$ cat src/rtl/stopwatch_ctrl_if.sv
// Button inputs and display-side outputs of the stopwatch sequencer.
// The master side drives the buttons and observes the display buses; the
// slave side is the sequencer itself. state_dbg exposes the FSM state.
interface stopwatch_ctrl_if;
    logic       btn_ss;
    logic       btn_lap;
    logic [3:0] num_1;
    logic [3:0] num_2;
    logic [3:0] num_3;
    logic [3:0] num_4;
    logic       scan_tick;
    logic       running;
    logic       ovf;
    logic [1:0] state_dbg;

    modport master (
        output btn_ss, btn_lap,
        input  num_1, num_2, num_3, num_4, scan_tick, running, ovf, state_dbg
    );

    modport slave (
        input  btn_ss, btn_lap,
        output num_1, num_2, num_3, num_4, scan_tick, running, ovf, state_dbg
    );
endinterface

$ cat src/rtl/stopwatch_ctrl.sv
// Stopwatch sequencer: 10 ms prescaler, four-digit BCD count (SS.hh),
// start/stop and lap/clear button FSM, lap freeze, display scan pulse.
// Buttons are level inputs; a press is a rising edge of the sampled level.
// All outputs are registered and reflect the state after the same edge that
// caused a change.
module stopwatch_ctrl #(
    parameter int TICK_DIV = 500000,
    parameter int SCAN_DIV = 50000
) (
    input  logic              clk,
    input  logic              reset,
    stopwatch_ctrl_if.slave   sw
);
    localparam int PW = (TICK_DIV > 1) ? $clog2(TICK_DIV) : 1;
    localparam int SW = (SCAN_DIV > 1) ? $clog2(SCAN_DIV) : 1;
    localparam logic [PW-1:0] TICK_MAX = PW'(TICK_DIV - 1);
    localparam logic [SW-1:0] SCAN_MAX = SW'(SCAN_DIV - 1);
    localparam logic [15:0]   CNT_MAX  = 16'h9999;

    typedef enum logic [1:0] {
        S_IDLE  = 2'd0,
        S_RUN   = 2'd1,
        S_LAP   = 2'd2,
        S_PAUSE = 2'd3
    } state_t;

    state_t        state, state_n;
    logic [PW-1:0] presc, presc_n;
    logic [SW-1:0] scan_cnt;
    logic [15:0]   cnt, cnt_n;      // {tens, ones, tenths, hundredths}
    logic [15:0]   lap, lap_n;
    logic [15:0]   cnt_inc;
    logic [15:0]   disp_q;
    logic          ovf_q, ovf_n;
    logic          running_q;
    logic          scan_tick_q;
    logic          btn_ss_q, btn_lap_q;
    logic          press_ss, press_lap;
    logic          tick;

    // Rising-edge detect; start/stop wins over lap/clear in the same cycle.
    always_comb begin
        press_ss  = sw.btn_ss & ~btn_ss_q;
        press_lap = sw.btn_lap & ~btn_lap_q & ~press_ss;
        tick      = ((state == S_RUN) || (state == S_LAP)) && (presc == TICK_MAX);
    end

    // Cascaded BCD increment of the count; only used below the 99.99 ceiling.
    always_comb begin
        cnt_inc = cnt;
        if (cnt[3:0] == 4'd9) begin
            cnt_inc[3:0] = 4'd0;
            if (cnt[7:4] == 4'd9) begin
                cnt_inc[7:4] = 4'd0;
                if (cnt[11:8] == 4'd9) begin
                    cnt_inc[11:8]  = 4'd0;
                    cnt_inc[15:12] = cnt[15:12] + 4'd1;
                end else begin
                    cnt_inc[11:8] = cnt[11:8] + 4'd1;
                end
            end else begin
                cnt_inc[7:4] = cnt[7:4] + 4'd1;
            end
        end else begin
            cnt_inc[3:0] = cnt[3:0] + 4'd1;
        end
    end

    // Next-state logic; an overflow tick overrides any button in that cycle.
    always_comb begin
        state_n = state;
        presc_n = presc;
        cnt_n   = cnt;
        lap_n   = lap;
        ovf_n   = ovf_q;
        case (state)
            S_IDLE: begin
                presc_n = '0;
                cnt_n   = '0;
                if (press_ss) state_n = S_RUN;
            end
            S_RUN, S_LAP: begin
                presc_n = tick ? '0 : presc + PW'(1);
                if (tick && (cnt == CNT_MAX)) begin
                    ovf_n   = 1'b1;
                    state_n = S_PAUSE;
                end else begin
                    if (tick) cnt_n = cnt_inc;
                    if (press_ss) begin
                        state_n = S_PAUSE;
                    end else if (press_lap) begin
                        if (state == S_RUN) begin
                            state_n = S_LAP;
                            lap_n   = cnt_n;
                        end else begin
                            state_n = S_RUN;
                        end
                    end
                end
            end
            S_PAUSE: begin
                if (press_ss) begin
                    if (!ovf_q) state_n = S_RUN;
                end else if (press_lap) begin
                    state_n = S_IDLE;
                    presc_n = '0;
                    cnt_n   = '0;
                    lap_n   = '0;
                    ovf_n   = 1'b0;
                end
            end
            default: state_n = S_IDLE;
        endcase
    end

    // State, count and registered display outputs.
    always_ff @(posedge clk) begin
        if (reset) begin
            state     <= S_IDLE;
            presc     <= '0;
            cnt       <= '0;
            lap       <= '0;
            ovf_q     <= 1'b0;
            disp_q    <= '0;
            running_q <= 1'b0;
            btn_ss_q  <= 1'b1;
            btn_lap_q <= 1'b1;
        end else begin
            state     <= state_n;
            presc     <= presc_n;
            cnt       <= cnt_n;
            lap       <= lap_n;
            ovf_q     <= ovf_n;
            disp_q    <= (state_n == S_LAP) ? lap_n : cnt_n;
            running_q <= (state_n == S_RUN) || (state_n == S_LAP);
            btn_ss_q  <= sw.btn_ss;
            btn_lap_q <= sw.btn_lap;
        end
    end

    // Free-running display scan divider, independent of the FSM.
    always_ff @(posedge clk) begin
        if (reset) begin
            scan_cnt    <= '0;
            scan_tick_q <= 1'b0;
        end else begin
            scan_tick_q <= (scan_cnt == SCAN_MAX);
            scan_cnt    <= (scan_cnt == SCAN_MAX) ? '0 : scan_cnt + SW'(1);
        end
    end

    assign sw.num_1     = disp_q[15:12];
    assign sw.num_2     = disp_q[11:8];
    assign sw.num_3     = disp_q[7:4];
    assign sw.num_4     = disp_q[3:0];
    assign sw.running   = running_q;
    assign sw.ovf       = ovf_q;
    assign sw.scan_tick = scan_tick_q;
    assign sw.state_dbg = state;
endmodule
$ cat src/flat_wrapper.sv
// flat-port wrapper written by rule: the top's interface ports become plain ports
module stopwatch_ctrl_flat 
#(
    parameter int TICK_DIV = 500000,
    parameter int SCAN_DIV = 50000
)
  (clk, reset, sw_btn_ss, sw_btn_lap, sw_num_1, sw_num_2, sw_num_3, sw_num_4, sw_scan_tick, sw_running, sw_ovf, sw_state_dbg);
  stopwatch_ctrl_if sw_i ();
  input  logic clk;
  input  logic reset;
  input wire logic [$bits(sw_i.btn_ss)-1:0] sw_btn_ss;
  input wire logic [$bits(sw_i.btn_lap)-1:0] sw_btn_lap;
  output wire logic [$bits(sw_i.num_1)-1:0] sw_num_1;
  output wire logic [$bits(sw_i.num_2)-1:0] sw_num_2;
  output wire logic [$bits(sw_i.num_3)-1:0] sw_num_3;
  output wire logic [$bits(sw_i.num_4)-1:0] sw_num_4;
  output wire logic [$bits(sw_i.scan_tick)-1:0] sw_scan_tick;
  output wire logic [$bits(sw_i.running)-1:0] sw_running;
  output wire logic [$bits(sw_i.ovf)-1:0] sw_ovf;
  output wire logic [$bits(sw_i.state_dbg)-1:0] sw_state_dbg;
  assign sw_i.btn_ss = sw_btn_ss;
  assign sw_i.btn_lap = sw_btn_lap;
  assign sw_num_1 = sw_i.num_1;
  assign sw_num_2 = sw_i.num_2;
  assign sw_num_3 = sw_i.num_3;
  assign sw_num_4 = sw_i.num_4;
  assign sw_scan_tick = sw_i.scan_tick;
  assign sw_running = sw_i.running;
  assign sw_ovf = sw_i.ovf;
  assign sw_state_dbg = sw_i.state_dbg;
  stopwatch_ctrl #(.TICK_DIV(TICK_DIV), .SCAN_DIV(SCAN_DIV)) u_core (.clk(clk), .reset(reset), .sw(sw_i));
endmodule
$ cat config.mk
export PLATFORM = sky130hd
export DESIGN_NAME = stopwatch_ctrl_flat
export DESIGN_NICKNAME = d
export VERILOG_FILES = /design/src/rtl/stopwatch_ctrl_if.sv /design/src/rtl/stopwatch_ctrl.sv /design/src/flat_wrapper.sv
export SDC_FILE = /design/constraint.sdc
export NUM_CORES = 1
export LEC_CHECK = 0
export BUFFER_PORTS_ARGS = -buffer_cell sky130_fd_sc_hd__buf_2
export CAP_MARGIN = 20
export CORE_AREA = 4 4 91 93
export CTS_CLUSTER_SIZE = 40
export DETAILED_ROUTE_END_ITERATION = 8
export DIE_AREA = 0 0 95 97
export PLACE_DENSITY = 0.77
export SLEW_MARGIN = 10
export SYNTH_ARGS = -nofsm -noshare
export SYNTH_HDL_FRONTEND = slang
export SYNTH_SLANG_ARGS = --single-unit
$ cat constraint.sdc
create_clock -name clk -period 3.2 [get_ports clk]
set_input_delay 0.8 -clock clk [delete_from_list [all_inputs] [get_ports clk]]
set_output_delay 0.8 -clock clk [all_outputs]
set_load 0.005 [all_outputs]
==> results_dict.tcl <==
set metrics [dict create \
    ys_warn_count 0 \
    cp_top_family "simple AND/OR/NAND/NOR gates" \
    start_kind "register" \
    cpMaxStageDelayCell "dfxtp_1" \
    ys_seq_area_share_pct 40.8 \
    synth_top_family_by_area "simple AND/OR/NAND/NOR gates" \
    rows 32 \
    fin_crit_sh_pct 90.8 \
    core_mm2 0.00753 \
    cts_buffer_depth 2 \
    seqCellArea_mm2 0.00180 \
    power_leakage_nw 1.83 \
    cp.required_ns 3.49 \
    synth_seq_cells 90 \
    clkTransAtPathRegs_ns 0.09 \
    viasPerCell 6.06 \
    synth.distinct_cells 74 \
    synthArstFlopShare_pct 0 \
    root_buffer "clkbuf_8" \
    grt.overflow.total 0 \
    nets 550 \
    synth_top_area_cell "dfxtp_1" \
    setup_viol 0 \
    outcome "completed" \
    synthDominantCellAreaShare_pct 40.8 \
    crit_fanout 11 \
    slew_viol_final 0 \
    pwr_density_cell_mw_per_mm2 443 \
    slowest_delay_ns 0.39 \
    io_buffers 24 \
    internal-power_mw 1.65 \
    cts_setup_buffers 0 \
    die_height_um 97 \
    initial_core_util_pct 58.6 \
    final_util_pct 64.7 \
    wire_per_inst_um 16.5 \
    netlist_area_mm2 0.00441 \
    synth.area.mux_share_pct 1.50 \
    synth_compound_area_share_pct 16.4 \
    synth_ff_type "dfxtp_1" \
    antenna_found_initial 0 \
    synthTopCellsByArea "dfxtp_1 (41%), nor2_1 (6.5%), ha_1 (4.0%)" \
    path_buf_inv 2 \
    vdd_ir_drop_max_mv 0.288 \
    clock_latency_ns 0.35 \
    insertedDiodeCount 0 \
    worstHoldPathType "register to register" \
    combinationalPowerShare_pct 6.6 \
    period_needed_ns 2.90 \
    synth.avg_cell_area_um2 8.72 \
    numClockSinks 90 \
    dr.pass1.iters 8 \
    globalplace.congestion 0.951 \
    dpl.hpwl_um 7430 \
    fin_tns_setup_ns 0 \
    crit_chain "inv_1 > ha_1 > and4_1 > and4_4 > and3_4 > o31ai_1 > ha_1 > inv_1 > nor2_1 > a221oi_1 > a21oi_1" \
    cts_made_buffers 9 \
    gr-usage-all-layers_pct 23.3 \
    synthCells 506 \
    drtIter0Drc 330 \
    power_mw 2.16 \
    synth_xor_area_share_pct 5.76 \
    grt_max_degree 22 \
    max_freq_mhz 344 \
    grt_pass1_wl_um 17400 \
    cts_hold_buffers 0 \
    routed_wl_um 10500 \
    clkPwrFrac_pct 40.6 \
    fillers 685 \
    cts-resized-gates 0 \
    final_cell_area_mm2 0.00487 \
    arrival_ns 3.19 \
    skew_ns 0.00961 \
    yosys.area_share.simple_pct 27.5 \
    max_cap_violations 0 \
    power_switching_uw 502 \
    switching_share_pct 23.3 \
    dpl-instance-area_mm2 0.00464 \
    cts_tree "done" \
    rsz0062_at_grt "no" \
    drive_above_1_share_pct 13.8 \
    grt_pass1_vias 3632 \
    hold_violations 0 \
    path_class "register to register" \
    end_kind "register" \
    syn2layout_area_growth_pct 10.3 \
    slew_headroom_pct 58.0 \
    io_pins 25 \
    die_x_um 95 \
    worst_pin_slew_ns 0.628 \
    drc 0 \
    dieArea_mm2 0.00922 \
    synth_common_cells "dfxtp_1 (90), nor2_1 (77), nand2_1 (46)" \
    synth_edf_count 0 \
    multi_input_area_mm2 0.00243 \
    synthAdderAreaFrac_pct 3.97 \
    ant_nets 0 \
    synth.most_common_cell "dfxtp_1" \
    synth.net_count 524 \
    htree_levels 3 \
    dp_cells 623 \
    fin_cells 638 \
    p_seq_share_pct 52.8 \
    vias 3869 \
]
## power by group through the flow
stage / sequential, mW / combinational, mW / clock [mW]
finish: 1.14 / 0.141 / 0.876
floorplan: 1.16 / 0.0943 / 0
detailed placement: 1.16 / 0.139 / 0
global placement: 1.16 / 0.136 / 0
CTS: 1.14 / 0.139 / 0.888
global route: 1.14 / 0.153 / 0.938
## area by class of cell
cell class	count	share of cell area, %
clock buffer	11	3.11
clock inverter	4	1.52
inverter	18	1.39
multi-input combinational	377	50.0
sequential	90	37.0
tap	102	2.62
timing repair buffer	36	4.32
## worst reg2reg max path, stage by stage, from the launching register on
cell      delay, ns
dfxtp_1        0.39
inv_1          0.10
ha_1           0.31
and4_1         0.23
and4_4         0.22
and3_4         0.24
o31ai_1        0.36
ha_1           0.28
inv_1          0.16
nor2_1         0.32
a221oi_1       0.11
a21oi_1        0.14
## final timing paths
check / from / to / slack (ns) / cells after the start
worst max-delay path: u_core.sw.state_dbg[0] / u_core.disp_q[11] / 0.30 / 11
worst min-delay path: u_core.scan_cnt[0] / u_core.scan_cnt[0] / 0.48 / 1
worst max register to register: u_core.sw.state_dbg[0] / u_core.disp_q[11] / 0.30 / 11
worst min register to register: u_core.scan_cnt[0] / u_core.scan_cnt[0] / 0.48 / 1
## registers in the layout, summed over array words and instances (netlist names)
signal	count
u_core.btn_lap_q	1
u_core.btn_ss_q	1
u_core.cnt	16
u_core.disp_q	16
u_core.lap	16
u_core.presc	19
u_core.scan_cnt	16
u_core.sw.ovf	1
u_core.sw.running	1
u_core.sw.scan_tick	1
u_core.sw.state_dbg	2
## layer usage
metal  track usage (%)  part of all wire [%]  vias up
li1                  -                     -     1869
met1              31.3                    43     1827
met2              37.9                    48      149
met3              3.73                   6.2       24
met4              7.44                   2.0        0
met5                 0                     0        -
## cells by family (layout without fill, tap and decap cells)
group                      after synthesis  count (layout)
and+or+nand+nor                        232             232
AOI/OAI and AO/OA                       96              96
DFF                                     90              90
buffers and inverters                   39              69
xor gates and xnor gates                29              29
adders and majority gates               14              14
muxes                                    6               6
## cells in the final DEF (no fill, tap or decap), types with 7 or more instances in the layout
cell type   n
nor2_1     77
a21oi_1    16
xor2_1     12
nor3_1      9
ha_1       14
o21ai_0     7
clkbuf_8   11
a22oi_1     9
xnor2_1    17
inv_1      18
nor4_1      8
nand2b_1    8
dfxtp_1    90
buf_4      12
nand4_1    10
buf_2      24
nand3_1    18
and3_1     11
nand2_1    46
## per-stage QoR
step                      hold slack (ns)  worst slack [ns]
after floorplan                     0.430             0.456
after global placement              0.449             0.408
after detailed placement            0.458             0.231
after CTS                           0.479             0.341
after global routing                0.497             0.143
final                               0.481             0.296
No activity file was read; power rests on OpenSTA's default activity.
